===== src/rtl/dmem_arb_pkg.sv =====
// Shared types for the data-memory access arbiter: FSM states and requester IDs.
// Latency: n/a (types only).
// Backpressure: n/a (types only).
package dmem_arb_pkg;

  typedef enum logic [1:0] {
    IDLE     = 2'd0,
    ACCESS   = 2'd1,
    COMPLETE = 2'd2,
    REJECT   = 2'd3
  } state_e;

  typedef enum logic {
    REQ_CPU = 1'b0,
    REQ_DMA = 1'b1
  } req_id_e;

  // Memory is word organised; byte lanes [1:0] must be zero for a legal access.
  function automatic logic is_word_aligned(input logic [1:0] addr_lsb);
    return addr_lsb == 2'b00;
  endfunction

endpackage


===== src/rtl/dmem_arb_pick.sv =====
// Priority select between CPU and DMA with a registered starvation counter.
// Latency: winner is combinational from reqs; counter updates on the grant edge.
// Backpressure: none; losers simply keep their req asserted until selected.
module dmem_arb_pick
  import dmem_arb_pkg::*;
#(
  parameter int STARVE_MAX = 4
) (
  input  logic    clk,
  input  logic    rst_n,
  input  logic    cpu_req,
  input  logic    dma_req,
  input  logic    grant_evt,
  output logic    win_vld,
  output req_id_e win_id
);

  localparam int CNT_W = $clog2(STARVE_MAX + 1);
  localparam logic [CNT_W-1:0] STARVE_LIM = CNT_W'(STARVE_MAX);

  logic [CNT_W-1:0] starve_cnt_q;
  logic [CNT_W-1:0] starve_cnt_d;

  // CPU wins ties unless the DMA has already waited through STARVE_MAX CPU grants.
  always_comb begin
    win_vld = cpu_req | dma_req;
    win_id  = REQ_CPU;
    if (dma_req && (!cpu_req || (starve_cnt_q == STARVE_LIM))) begin
      win_id = REQ_DMA;
    end
  end

  // Count CPU grants taken while the DMA waits; any DMA grant or idle DMA clears it.
  always_comb begin
    starve_cnt_d = starve_cnt_q;
    if (!dma_req) begin
      starve_cnt_d = '0;
    end else if (grant_evt) begin
      if (win_id == REQ_DMA) begin
        starve_cnt_d = '0;
      end else if (starve_cnt_q != STARVE_LIM) begin
        starve_cnt_d = starve_cnt_q + CNT_W'(1);
      end
    end
  end

  // Starvation counter register.
  always_ff @(posedge clk or negedge rst_n) begin
    if (!rst_n) begin
      starve_cnt_q <= '0;
    end else begin
      starve_cnt_q <= starve_cnt_d;
    end
  end

endmodule


===== src/rtl/dmem_access_arbiter.sv =====
// Shares the single-port data memory between the CPU MEM stage and a DMA/debug port.
// Latency: strobe from grant edge k, done pulse after edge k+LAT; one access per LAT+2 cycles.
// Backpressure: requester holds req until its done/err; the loser waits with req held.
module dmem_access_arbiter
  import dmem_arb_pkg::*;
#(
  parameter int  SIZE_WARD  = 2,
  parameter int  READ_LAT   = 2,
  parameter int  WRITE_LAT  = 2,
  parameter int  STARVE_MAX = 4,
  localparam int ADDR_W     = $clog2(4 * SIZE_WARD)
) (
  input  logic              clk,
  input  logic              rst_n,
  input  logic              cpu_req,
  input  logic              cpu_we,
  input  logic [ADDR_W-1:0] cpu_addr,
  input  logic [31:0]       cpu_wdata,
  input  logic              dma_req,
  input  logic              dma_we,
  input  logic [ADDR_W-1:0] dma_addr,
  input  logic [31:0]       dma_wdata,
  output logic              cpu_gnt,
  output logic              dma_gnt,
  output logic              cpu_done,
  output logic              dma_done,
  output logic              cpu_err,
  output logic              dma_err,
  output logic [31:0]       rdata,
  output logic [ADDR_W-1:0] mem_address,
  output logic [31:0]       mem_write_data,
  output logic              mem_memread,
  output logic              mem_memwrite,
  input  logic [31:0]       mem_read_data,
  output logic              busy
);

  localparam int MAX_LAT = (READ_LAT > WRITE_LAT) ? READ_LAT : WRITE_LAT;
  localparam int LAT_W   = (MAX_LAT > 1) ? $clog2(MAX_LAT) : 1;
  localparam logic [LAT_W-1:0] RD_INIT = LAT_W'(READ_LAT - 1);
  localparam logic [LAT_W-1:0] WR_INIT = LAT_W'(WRITE_LAT - 1);

  state_e            state_q, state_d;
  logic [LAT_W-1:0]  lat_cnt_q, lat_cnt_d;
  logic [ADDR_W-1:0] mem_address_q, mem_address_d;
  logic [31:0]       mem_write_data_q, mem_write_data_d;
  logic              mem_memread_q, mem_memread_d;
  logic              mem_memwrite_q, mem_memwrite_d;
  logic              cpu_gnt_q, cpu_gnt_d;
  logic              dma_gnt_q, dma_gnt_d;
  logic              cpu_done_q, cpu_done_d;
  logic              dma_done_q, dma_done_d;
  logic              cpu_err_q, cpu_err_d;
  logic              dma_err_q, dma_err_d;
  logic [31:0]       rdata_q, rdata_d;

  logic              win_vld;
  req_id_e           win_id;
  logic              grant_evt;
  logic              w_we;
  logic [ADDR_W-1:0] w_addr;
  logic [31:0]       w_wdata;

  dmem_arb_pick #(
    .STARVE_MAX (STARVE_MAX)
  ) u_pick (
    .clk       (clk),
    .rst_n     (rst_n),
    .cpu_req   (cpu_req),
    .dma_req   (dma_req),
    .grant_evt (grant_evt),
    .win_vld   (win_vld),
    .win_id    (win_id)
  );

  // Route the winning requester's access fields.
  always_comb begin
    w_we    = cpu_we;
    w_addr  = cpu_addr;
    w_wdata = cpu_wdata;
    if (win_id == REQ_DMA) begin
      w_we    = dma_we;
      w_addr  = dma_addr;
      w_wdata = dma_wdata;
    end
  end

  // Access FSM: grant or reject in IDLE, count memory latency in ACCESS, one dead cycle after.
  always_comb begin
    state_d          = state_q;
    lat_cnt_d        = lat_cnt_q;
    mem_address_d    = mem_address_q;
    mem_write_data_d = mem_write_data_q;
    mem_memread_d    = mem_memread_q;
    mem_memwrite_d   = mem_memwrite_q;
    cpu_gnt_d        = cpu_gnt_q;
    dma_gnt_d        = dma_gnt_q;
    cpu_done_d       = 1'b0;
    dma_done_d       = 1'b0;
    cpu_err_d        = 1'b0;
    dma_err_d        = 1'b0;
    rdata_d          = rdata_q;
    grant_evt        = 1'b0;

    case (state_q)
      IDLE: begin
        if (win_vld) begin
          grant_evt = 1'b1;
          if (is_word_aligned(w_addr[1:0])) begin
            state_d          = ACCESS;
            mem_address_d    = w_addr;
            mem_write_data_d = w_wdata;
            mem_memwrite_d   = w_we;
            mem_memread_d    = !w_we;
            cpu_gnt_d        = (win_id == REQ_CPU);
            dma_gnt_d        = (win_id == REQ_DMA);
            lat_cnt_d        = w_we ? WR_INIT : RD_INIT;
          end else begin
            state_d   = REJECT;
            cpu_err_d = (win_id == REQ_CPU);
            dma_err_d = (win_id == REQ_DMA);
          end
        end
      end
      ACCESS: begin
        if (lat_cnt_q == '0) begin
          if (mem_memread_q) begin
            rdata_d = mem_read_data;
          end
          mem_memread_d  = 1'b0;
          mem_memwrite_d = 1'b0;
          cpu_gnt_d      = 1'b0;
          dma_gnt_d      = 1'b0;
          cpu_done_d     = cpu_gnt_q;
          dma_done_d     = dma_gnt_q;
          state_d        = COMPLETE;
        end else begin
          lat_cnt_d = lat_cnt_q - LAT_W'(1);
        end
      end
      COMPLETE: state_d = IDLE;
      REJECT:   state_d = IDLE;
      default:  state_d = IDLE;
    endcase
  end

  // State and output registers; reset aborts any in-flight access silently.
  always_ff @(posedge clk or negedge rst_n) begin
    if (!rst_n) begin
      state_q          <= IDLE;
      lat_cnt_q        <= '0;
      mem_address_q    <= '0;
      mem_write_data_q <= '0;
      mem_memread_q    <= 1'b0;
      mem_memwrite_q   <= 1'b0;
      cpu_gnt_q        <= 1'b0;
      dma_gnt_q        <= 1'b0;
      cpu_done_q       <= 1'b0;
      dma_done_q       <= 1'b0;
      cpu_err_q        <= 1'b0;
      dma_err_q        <= 1'b0;
      rdata_q          <= '0;
    end else begin
      state_q          <= state_d;
      lat_cnt_q        <= lat_cnt_d;
      mem_address_q    <= mem_address_d;
      mem_write_data_q <= mem_write_data_d;
      mem_memread_q    <= mem_memread_d;
      mem_memwrite_q   <= mem_memwrite_d;
      cpu_gnt_q        <= cpu_gnt_d;
      dma_gnt_q        <= dma_gnt_d;
      cpu_done_q       <= cpu_done_d;
      dma_done_q       <= dma_done_d;
      cpu_err_q        <= cpu_err_d;
      dma_err_q        <= dma_err_d;
      rdata_q          <= rdata_d;
    end
  end

  assign cpu_gnt        = cpu_gnt_q;
  assign dma_gnt        = dma_gnt_q;
  assign cpu_done       = cpu_done_q;
  assign dma_done       = dma_done_q;
  assign cpu_err        = cpu_err_q;
  assign dma_err        = dma_err_q;
  assign rdata          = rdata_q;
  assign mem_address    = mem_address_q;
  assign mem_write_data = mem_write_data_q;
  assign mem_memread    = mem_memread_q;
  assign mem_memwrite   = mem_memwrite_q;
  assign busy           = (state_q != IDLE);

  a_strobe_excl: assert property (@(posedge clk) disable iff (!rst_n)
    !(mem_memread_q && mem_memwrite_q));
  a_gnt_onehot: assert property (@(posedge clk) disable iff (!rst_n)
    $onehot0({cpu_gnt_q, dma_gnt_q}));
  a_cpu_done_gnt: assert property (@(posedge clk) disable iff (!rst_n)
    cpu_done_q |-> $past(cpu_gnt_q));
  a_dma_done_gnt: assert property (@(posedge clk) disable iff (!rst_n)
    dma_done_q |-> $past(dma_gnt_q));
  // A requester dropping req while its access is still in flight breaks the handshake.
  a_cpu_req_held: assert property (@(posedge clk) disable iff (!rst_n)
    (state_q == ACCESS && cpu_gnt_q) |-> cpu_req);
  a_dma_req_held: assert property (@(posedge clk) disable iff (!rst_n)
    (state_q == ACCESS && dma_gnt_q) |-> dma_req);

endmodule


===== config.mk =====
export PLATFORM = sky130hd
export DESIGN_NAME = dmem_access_arbiter
export DESIGN_NICKNAME = d
export VERILOG_FILES = /design/src/rtl/dmem_arb_pkg.sv /design/src/rtl/dmem_arb_pick.sv /design/src/rtl/dmem_access_arbiter.sv
export SDC_FILE = /design/constraint.sdc
export NUM_CORES = 1
export LEC_CHECK = 0
export CAP_MARGIN = 20
export CORE_UTILIZATION = 40
export CTS_CLUSTER_SIZE = 16
export DETAILED_ROUTE_END_ITERATION = 8
export HOLD_SLACK_MARGIN = 0.03
export PLACE_DENSITY = 0.8
export SLEW_MARGIN = 20
export SYNTH_ARGS = -nofsm -noshare
export SYNTH_HDL_FRONTEND = slang
export SYNTH_HIERARCHICAL = 1
export SYNTH_SLANG_ARGS = --single-unit
export TNS_END_PERCENT = 100

===== constraint.sdc =====
create_clock -name clk -period 5.5 [get_ports clk]
set_clock_uncertainty 0.05 [all_clocks]
set_input_delay 1.375 -clock clk [delete_from_list [all_inputs] [get_ports clk]]
set_output_delay 1.375 -clock clk [all_outputs]
set_load 0.01 [all_outputs]

Word level (Yosys, flattened, before mapping)
Cells that the tools add are included.
Widths: inputs -> output; s select.
{ "op_classes": {"n_addsub": 2, "mul": 0, "div_mod_pow": 0, "n_lt_le_gt_ge": 0, "eq_ne": 10, "n_shift": 0, "muxes": 41, "bitwise": 3, "reduce_logical": 15} }
{ "op_table": {"columns": ["operator", "count"], "rows": [
  ["$mux 32", 1],
  ["$mux 1", 26],
  ["$mux 3", 5],
  ["$pmux 1 s2", 5],
  ["$reduce_and 3->1", 3],
  ["$mux 2", 3],
  ["$pmux 2 s3", 1],
  ["$eq 2x2->1 const B", 2],
  ["$logic_not 2->1", 2],
  ["$ne 2x1->1 const B", 2],
  ["$ne 2x2->1 const B", 2],
  ["$reduce_and 2->1", 2],
  ["$reduce_and 4->1", 1],
  ["$reduce_bool 2->1", 2],
  ["$add 3x1->3 const B", 1],
  ["$eq 3x3->1 const B", 1],
  ["$ne 3x1->1 const B", 1],
  ["$ne 3x3->1 const B", 1],
  ["$eq 2x1->1 const B", 1],
  ["$logic_not 1->1", 2],
  ["$not 1->1", 2],
  ["$reduce_or 2->1", 1],
  ["$logic_and 1x1->1", 1],
  ["$logic_or 1x1->1", 1],
  ["2 further kinds", 2]
]} }
{ "totals": {"regBits": 81, "latchBits": 0, "ram_bits": 0, "mem_bits_ro": 0, "inputBits": 108, "out_inout_bits": 76, "n_memories": 0} }

Longest topological paths before layout
Gate-level depths: netlist (run 1).
{ "logic_depth": {"word_depth": 9, "mapped_depth": 11} }

By module
The synthesis (run 1) kept the hierarchy.
{ "modules_own_cells": {"columns": ["module", "n_inst", "cells_per_inst", "area_each_um2"], "rows": [
  ["dmem_access_arbiter", 1, 261, 3409.5],
  ["dmem_arb_pick", 1, 21, 202.7]
]} }

Worst setup path before layout (run 1)
No wires, ideal clock.
{ "synth_timing": {"kind": "input to register", "from": "in cpu_req", "to": "reg mem_write_data_q[18], in the netlist mem_write_data[18]", "setup_ns": 0.135, "arrival_ns": 2.701, "slack_ns": 2.614, "stages": 9, "n_path_buf": 3, "cell_sequence": "a21boi_2 and2b_1 buf_4 nor3_2 o21ai_2 buf_2 buf_2 nand2_1 o21ai_0"} }
{ "synth_via": {"elab_chain_cells": 7, "word_cells_on_any_way": 9, "classes_between": "mux: 3; bitwise: 1; reduce/logical: 5"} }
{ "synth_rtl": {"columns": ["item", "line", "source"], "rows": [
  ["start: declaration", "dmem_access_arbiter.sv:15", "input logic cpu_req,"],
  ["$logic_not 1->1 *", "dmem_arb_pick.sv:28", "if (dma_req && (!cpu_req || (starve_cnt_q == STARVE_LIM))) begin"],
  ["$logic_or 1x1->1 *", "dmem_arb_pick.sv:28", null],
  ["$logic_and 1x1->1 *", "dmem_arb_pick.sv:28", null],
  ["$mux 1 *", "dmem_arb_pick.sv:28", null],
  ["named net win_id", "dmem_access_arbiter.sv:58", "req_id_e win_id;"],
  ["$mux 3", "dmem_access_arbiter.sv:81", "if (win_id == REQ_DMA) begin"],
  ["$logic_not 2->1", "dmem_arb_pkg.sv:20", "return addr_lsb == 2'b00;"],
  ["$reduce_and 3->1 (no source line)", null, null],
  ["end signal: assignment", "dmem_access_arbiter.sv:167", "mem_write_data_q <= mem_write_data_d;"],
  ["end: declaration", "dmem_access_arbiter.sv:46", "logic [31:0] mem_write_data_q, mem_write_data_d;"]
]} }
Mark *: on every way through the listed nets, which the timed path passes. The rest lies on a longest branch.
A chain may end at the register's enable or synchronous reset.

Worst setup path after layout (run 1)
{ "layout_timing": {"from": "in cpu_req", "to": "reg mem_write_data_q[16], in the netlist mem_write_data[16]"} }
Same word-level chain as after synthesis.

==> results of run 1 <==
## kinds of logic (layout without fill, tap and decap cells)
group | Yosys count | after routing | share of synthesized area [%]
buffers and inverters | 22 | 209 | 3.50
multiplexers | 67 | 67 | 22.8
AO/OA/AOI/OAI | 50 | 50 | 8.21
flip-flops | 81 | 81 | 56.1
adder cells (fa/ha/maj) | 2 | 2 | 0.693
AND/OR/NAND/NOR | 60 | 60 | 8.66
## per-layer routing
layer | wire [um] | vias up | share of wire, % | track usage, %
li1 | - | 1339 | - | -
met1 | 3680 | 1281 | 42 | 24.2
met2 | 4410 | 108 | 50 | 33.0
met3 | 535 | 14 | 6.1 | 4.70
met4 | 141 | 0 | 1.6 | 6.89
met5 | 0 | - | 0 | 0
## Yosys cell counts, drive strengths merged
library cell / count
dfrtp: 81
nand2: 36
o21ai: 36
mux2i: 34
mux2: 33
buf: 11
inv: 7
a21boi: 5
and2: 4
clkbuf: 4
nor2: 4
nor3b: 4
nand3: 3
nor3: 3
a22o: 2
a31oi: 2
ha: 2
or2: 2
a211oi: 1
a21oi: 1
and2b: 1
nand4b: 1
nor4: 1
o211a: 1
o211ai: 1
o22ai: 1
or3: 1
## worst paths after layout
| check | from | endpoint | slack [ns] | cells past startpoint |
|---|---|---|---|---|
| max | cpu_req | mem_write_data[16] | 1.87 | 8 |
| min | mem_write_data[12] | mem_write_data[12] | 0.43 | 2 |
| max reg2reg | u_pick/starve_cnt_q[0] | mem_write_data[16] | 2.76 | 9 |
| min reg2reg | mem_write_data[12] | mem_write_data[12] | 0.43 | 2 |
| max in group asynchronous | rst_n | mem_write_data[0] | 3.89 | 1 |
| min in group asynchronous | rst_n | rdata[0] | 1.01 | 1 |
## where the power goes
part           switching, uW  total, uW  internal [uW]
sequential               174       1040            868
clock                    204        458            254
combinational            479       1270            794
## per-stage QoR
step	setup slack (ns)	instance area, sq um	util (%)
after floorplan	2.61	3610	-
after global placement	1.64	5510	63.2
after detailed placement	1.51	5510	63.2
after CTS	1.87	5720	65.6
after global routing	1.67	5720	65.6
final	1.87	5720	65.6
## worst max-delay path, stage by stage
cell and delay (ns):
sky130_fd_sc_hd__clkdlybuf4s50_1 0.44, sky130_fd_sc_hd__a21boi_2 0.18, sky130_fd_sc_hd__and2b_2 0.21, sky130_fd_sc_hd__buf_4 0.49, sky130_fd_sc_hd__nor3_2 0.17, sky130_fd_sc_hd__o21ai_4 0.15
sky130_fd_sc_hd__buf_4 0.46, sky130_fd_sc_hd__o21ai_0 0.22
## flip-flops by register name (all words and copies together) (netlist names), 2 cells and up
signal               cells
mem_write_data          32
rdata                   32
mem_address              3
u_pick/starve_cnt_q      3
state_q                  2
## cell type report
type,count,area (sq um)
Clock buffer,10,128
Clock inverter,6,82.6
Fill cell,698,3000
Inverter,7,28.8
Multi-Input combinational cell,179,1470
Sequential cell,81,2030
Tap cell,108,135
Timing Repair Buffer,186,1860
==> results.py, run 1 <==
metrics = {
    "run_status": {
        "status": "finished, final reports clean",
    },
    "sta": {
        "grt_setup_unrepaired": "false",
        "hold_ws_ns": 0.430,
        "timing_hold_violations_final": 0,
        "relSlewSlack_pct": 52.2,
        "final_period_minus_worst_setup_slack_ns": 3.63,
        "worst_max_slew_pin_slew_ns": 0.717,
        "final_max_slew_viol_count": 0,
        "fin_crit_sh_pct": 65.9,
        "setup_viol": 0,
        "fmaxAchievable_mhz": 276,
        "finalSetupTns_ns": 0,
    },
    "critical_path": {
        "critical_path.endpoint_type": "flip-flop",
        "worst-endpoint-required_ns": 5.63,
        "crit_fanout": 68,
        "setup.worst_path.class": "in -> reg",
        "setup.worst_path.start_class": "input port",
        "crit_arrival_ns": 3.76,
    },
    "power": {
        "power_leakage_uw": 0.00247,
        "ir_drop_uv": 193,
        "power_density_nw_per_um2": 485,
        "power_uw": 2770,
    },
    "route": {
        "drt-initial-drc-count": 49,
        "post_dr_vias_cell": 4.75,
        "wirelength_per_cell_um": 15.2,
        "route.antenna.remaining_nets": 0,
        "remaining_drc_errors": 0,
        "num_vias": 2742,
        "detail_route.first_pass.iterations": 4,
        "route.final.wire_length_um": 8770,
    },
    "synthesis": {
        "synthesis_warnings": 6,
        "synth.area.top_cells": "sky130_fd_sc_hd__dfrtp_1, sky130_fd_sc_hd__mux2_4, sky130_fd_sc_hd__mux2i_1, sky130_fd_sc_hd__o21ai_0, sky130_fd_sc_hd__nand2_1",
        "synth_seq_cells": 81,
        "synth.distinct_cells": 38,
        "yosys.area.top_type_share_pct": 56.1,
        "yosysTopAreaCell": "sky130_fd_sc_hd__dfrtp_1",
        "seq_total_area_yosys_pct": 56.1,
        "synth_area_per_cell_sq_um": 12.8,
        "syn_inst": 282,
        "syn-num-nets": 392,
        "synth_area_sq_um": 3610,
    },
    "cells_and_area": {
        "layout-drive-gt1-share_pct": 13.4,
        "ant_cells": 0,
        "final_cell_mix": "sky130_fd_sc_hd__clkdlybuf4s50_1, sky130_fd_sc_hd__dfrtp_1, sky130_fd_sc_hd__nand2_1",
        "most_common_library_cell_in_the_layout_ignoring_fill_and_taps": "sky130_fd_sc_hd__clkdlybuf4s50_1",
        "area_growth_syn_to_layout_pct": 58.5,
        "nets": 574,
        "finish.cell_count_without_fillers": 577,
    },
    "clock_tree": {
        "gates_resized_cts_repair": 0,
        "clock_root_buffer": "sky130_fd_sc_hd__clkbuf_8",
        "cts_made_buffers": 9,
        "max-clock-path-buffers": 2,
        "clk_transition_reported_paths_ns": 0.08,
        "cts_tree": "yes",
        "post-cts-setup-buffers": 0,
        "clock_insertion_delay_worst_skew_ns": 0.34,
        "number_of_sinks_handled_by_clock_tree_synthesis": 81,
        "cts_max_level": 3,
        "cts.hold.buffers_added": 0,
    },
    "global_routing": {
        "first_pass_grt_wire_length_um": 14300,
        "grt_start_max_net_pins": 82,
        "global_route.overflow_total": 0,
        "antenna_found_initial": 0,
        "grt_pass1_vias": 2856,
        "grt_usage_pct": 19.5,
    },
    "floorplan": {
        "fp.dieW_um": 97.0,
        "dieHeight_um": 97.0,
        "row_count": 34,
        "ios": 184,
        "die_area_sq_um": 9410,
        "floorplan.initialDensity_pct": 41.4,
        "core_area_sq_um": 8720,
    },
    "min_path": {
        "worst_min_delay_path_category": "reg -> reg",
    },
    "place": {
        "dp.final_hpwl_um": 6460,
        "routabilityCongestion": 0.794,
        "port_buffers": 183,
        "dp_cells": 561,
    },
    "flow_run": {
        "timing.max_cap.violations": 0,
    },
}
(Power assumes the default switching activity.)
==> run 2: changes to the inputs <==
Settings changed: CORE_UTILIZATION 40 to 36, PLACE_DENSITY 0.8 to 0.76.
Clock period 5.5 ns to 3.25 ns, I/O delays scaled along.
==> run 2 against run 1 <==
  * Clock power rose by 63%
  * Core utilization down 6.3 points
  * First-iteration DRC count down 14%
  * Sequential cell count did not move
  * Setup slack worse by 1.3 ns
  * Non-clock buffer count up 2
  * Largest cell class unchanged
==> results.py, run 2 (synthesized netlist as in run 1, its figures left out) <==
metrics = {
    "global_routing": {
        "grt_usage_pct": 17.0,
        "first_pass_grt_wire_length_um": 13500,
        "grt_start_max_net_pins": 82,
        "grt_pass1_vias": 2879,
        "global_route.overflow_total": 0,
        "antenna_found_initial": 0,
    },
    "route": {
        "route.antenna.remaining_nets": 0,
        "route.final.wire_length_um": 8930,
        "drt-initial-drc-count": 42,
        "wirelength_per_cell_um": 14.8,
        "post_dr_vias_cell": 4.67,
        "num_vias": 2814,
        "detail_route.first_pass.iterations": 4,
        "remaining_drc_errors": 0,
    },
    "flow_run": {
        "timing.max_cap.violations": 0,
    },
    "power": {
        "cellInternalPower_uw": 3200,
        "switching_share_pct": 31.6,
        "power.share.combinational_pct": 46.4,
        "ir_drop_uv": 337,
        "seq_power_share_pct": 37.7,
        "power_switching_uw": 1480,
        "power.share.clock_pct": 15.9,
        "power_density_nw_per_um2": 810,
        "power_leakage_uw": 0.00248,
    },
    "sta": {
        "timing_hold_violations_final": 0,
        "relSlewSlack_pct": 52.7,
        "fmaxAchievable_mhz": 373,
        "setup_viol": 0,
        "finalSetupTns_ns": 0,
        "fin_crit_sh_pct": 82.4,
        "grt_setup_unrepaired": "false",
        "worst_max_slew_pin_slew_ns": 0.709,
        "final_max_slew_viol_count": 0,
        "final_period_minus_worst_setup_slack_ns": 2.68,
    },
    "place": {
        "dp.final_hpwl_um": 6840,
        "routabilityCongestion": 0.719,
        "dpl-instance-area_sq_um": 5570,
        "dp_cells": 588,
        "port_buffers": 183,
    },
    "cells_and_area": {
        "most_common_library_cell_in_the_layout_ignoring_fill_and_taps": "sky130_fd_sc_hd__clkdlybuf4s50_1",
        "ant_cells": 0,
        "final_cell_mix": "sky130_fd_sc_hd__clkdlybuf4s50_1, sky130_fd_sc_hd__dfrtp_1, sky130_fd_sc_hd__nand2_1",
        "nets": 576,
        "finish.cell_count_without_fillers": 603,
        "stdcell_area_sq_um": 5780,
        "layout-drive-gt1-share_pct": 13.8,
        "area_growth_syn_to_layout_pct": 59.9,
    },
    "clock_tree": {
        "clk_transition_reported_paths_ns": 0.08,
        "max-clock-path-buffers": 2,
        "post-cts-setup-buffers": 0,
        "cts_made_buffers": 9,
        "number_of_sinks_handled_by_clock_tree_synthesis": 81,
        "gates_resized_cts_repair": 0,
        "clock_insertion_delay_worst_skew_ns": 0.34,
        "cts_max_level": 3,
        "cts.hold.buffers_added": 0,
        "cts_tree": "yes",
        "clock_root_buffer": "sky130_fd_sc_hd__clkbuf_8",
    },
    "critical_path": {
        "critical_path.endpoint_type": "flip-flop",
        "worst-endpoint-required_ns": 3.43,
        "crit_fanout": 6,
        "crit_arrival_ns": 2.86,
        "setup.worst_path.class": "in -> reg",
        "setup.worst_path.start_class": "input port",
    },
    "floorplan": {
        "ios": 184,
        "dieHeight_um": 102,
        "floorplan.initialDensity_pct": 37.1,
        "fp.dieW_um": 102,
        "die_area_sq_um": 10400,
        "row_count": 36,
        "core_area_sq_um": 9730,
    },
    "run_status": {
        "status": "finished, final reports clean",
    },
    "min_path": {
        "worst_min_delay_path_category": "reg -> reg",
    },
}
## run 2: metal layers
| layer | part of all wire (%) | routed length [um] | vias to the layer above | global-route usage (%) |
|---|---|---|---|---|
| li1 | - | - | 1352 | - |
| met1 | 39 | 3440 | 1285 | 18.7 |
| met2 | 49 | 4340 | 155 | 28.9 |
| met3 | 10 | 901 | 22 | 5.47 |
| met4 | 2.8 | 251 | 0 | 10.1 |
| met5 | 0 | 0 | - | 0 |
## run 2: critical path, cell delays in order
cell	delay [ns]
sky130_fd_sc_hd__clkdlybuf4s50_1	0.45
sky130_fd_sc_hd__a21boi_2	0.19
sky130_fd_sc_hd__and2b_2	0.25
sky130_fd_sc_hd__nor3b_1	0.55
sky130_fd_sc_hd__or2_2	0.28
sky130_fd_sc_hd__o21ai_0	0.12
sky130_fd_sc_hd__a22o_1	0.22
## run 2: final cells by class
class | count | area, sq um
Clock buffer | 10 | 138
Clock inverter | 5 | 65.1
Fill cell | 845 | 3950
Inverter | 7 | 28.8
Multi-Input combinational cell | 179 | 1470
Sequential cell | 81 | 2030
Tap cell | 133 | 166
Timing Repair Buffer | 188 | 1880
## run 2: final timing paths
| path | from | endpoint | slack, ns | cells past startpoint |
|---|---|---|---|---|
| max | cpu_req | dma_gnt | 0.57 | 7 |
| min | mem_write_data[26] | mem_write_data[26] | 0.43 | 2 |
| max in group asynchronous | rst_n | mem_memwrite | 2.22 | 1 |
| max reg2reg | u_pick/starve_cnt_q[0] | dma_gnt | 0.88 | 8 |
| min reg2reg | mem_write_data[26] | mem_write_data[26] | 0.43 | 2 |
| min in group asynchronous | rst_n | rdata[13] | 0.44 | 1 |
## run 2: power by group through the flow
stage	Combinational (uW)	Clock (uW)	Sequential [uW]
3_5_place_dp	2190	0	1790
6_report	2170	745	1760
5_1_grt	2340	811	1830
4_1_cts	2200	771	1770
3_3_place_gp	2150	0	1750
2_1_floorplan	799	0	1950
## run 2: metrics by stage
| stage | hold WS (ns) | total power [uW] | utilization, % | setup slack, ns |
|---|---|---|---|---|
| floorplan | 0.464 | 2740 | - | 0.927 |
| detailed placement | 0.422 | 3970 | 57.2 | 0.242 |
| global route | 0.475 | 4980 | 59.4 | 0.462 |
| global placement | 0.411 | 3910 | 57.2 | 0.288 |
| finish | 0.433 | 4680 | 59.4 | 0.571 |
| CTS | 0.440 | 4740 | 59.3 | 0.599 |
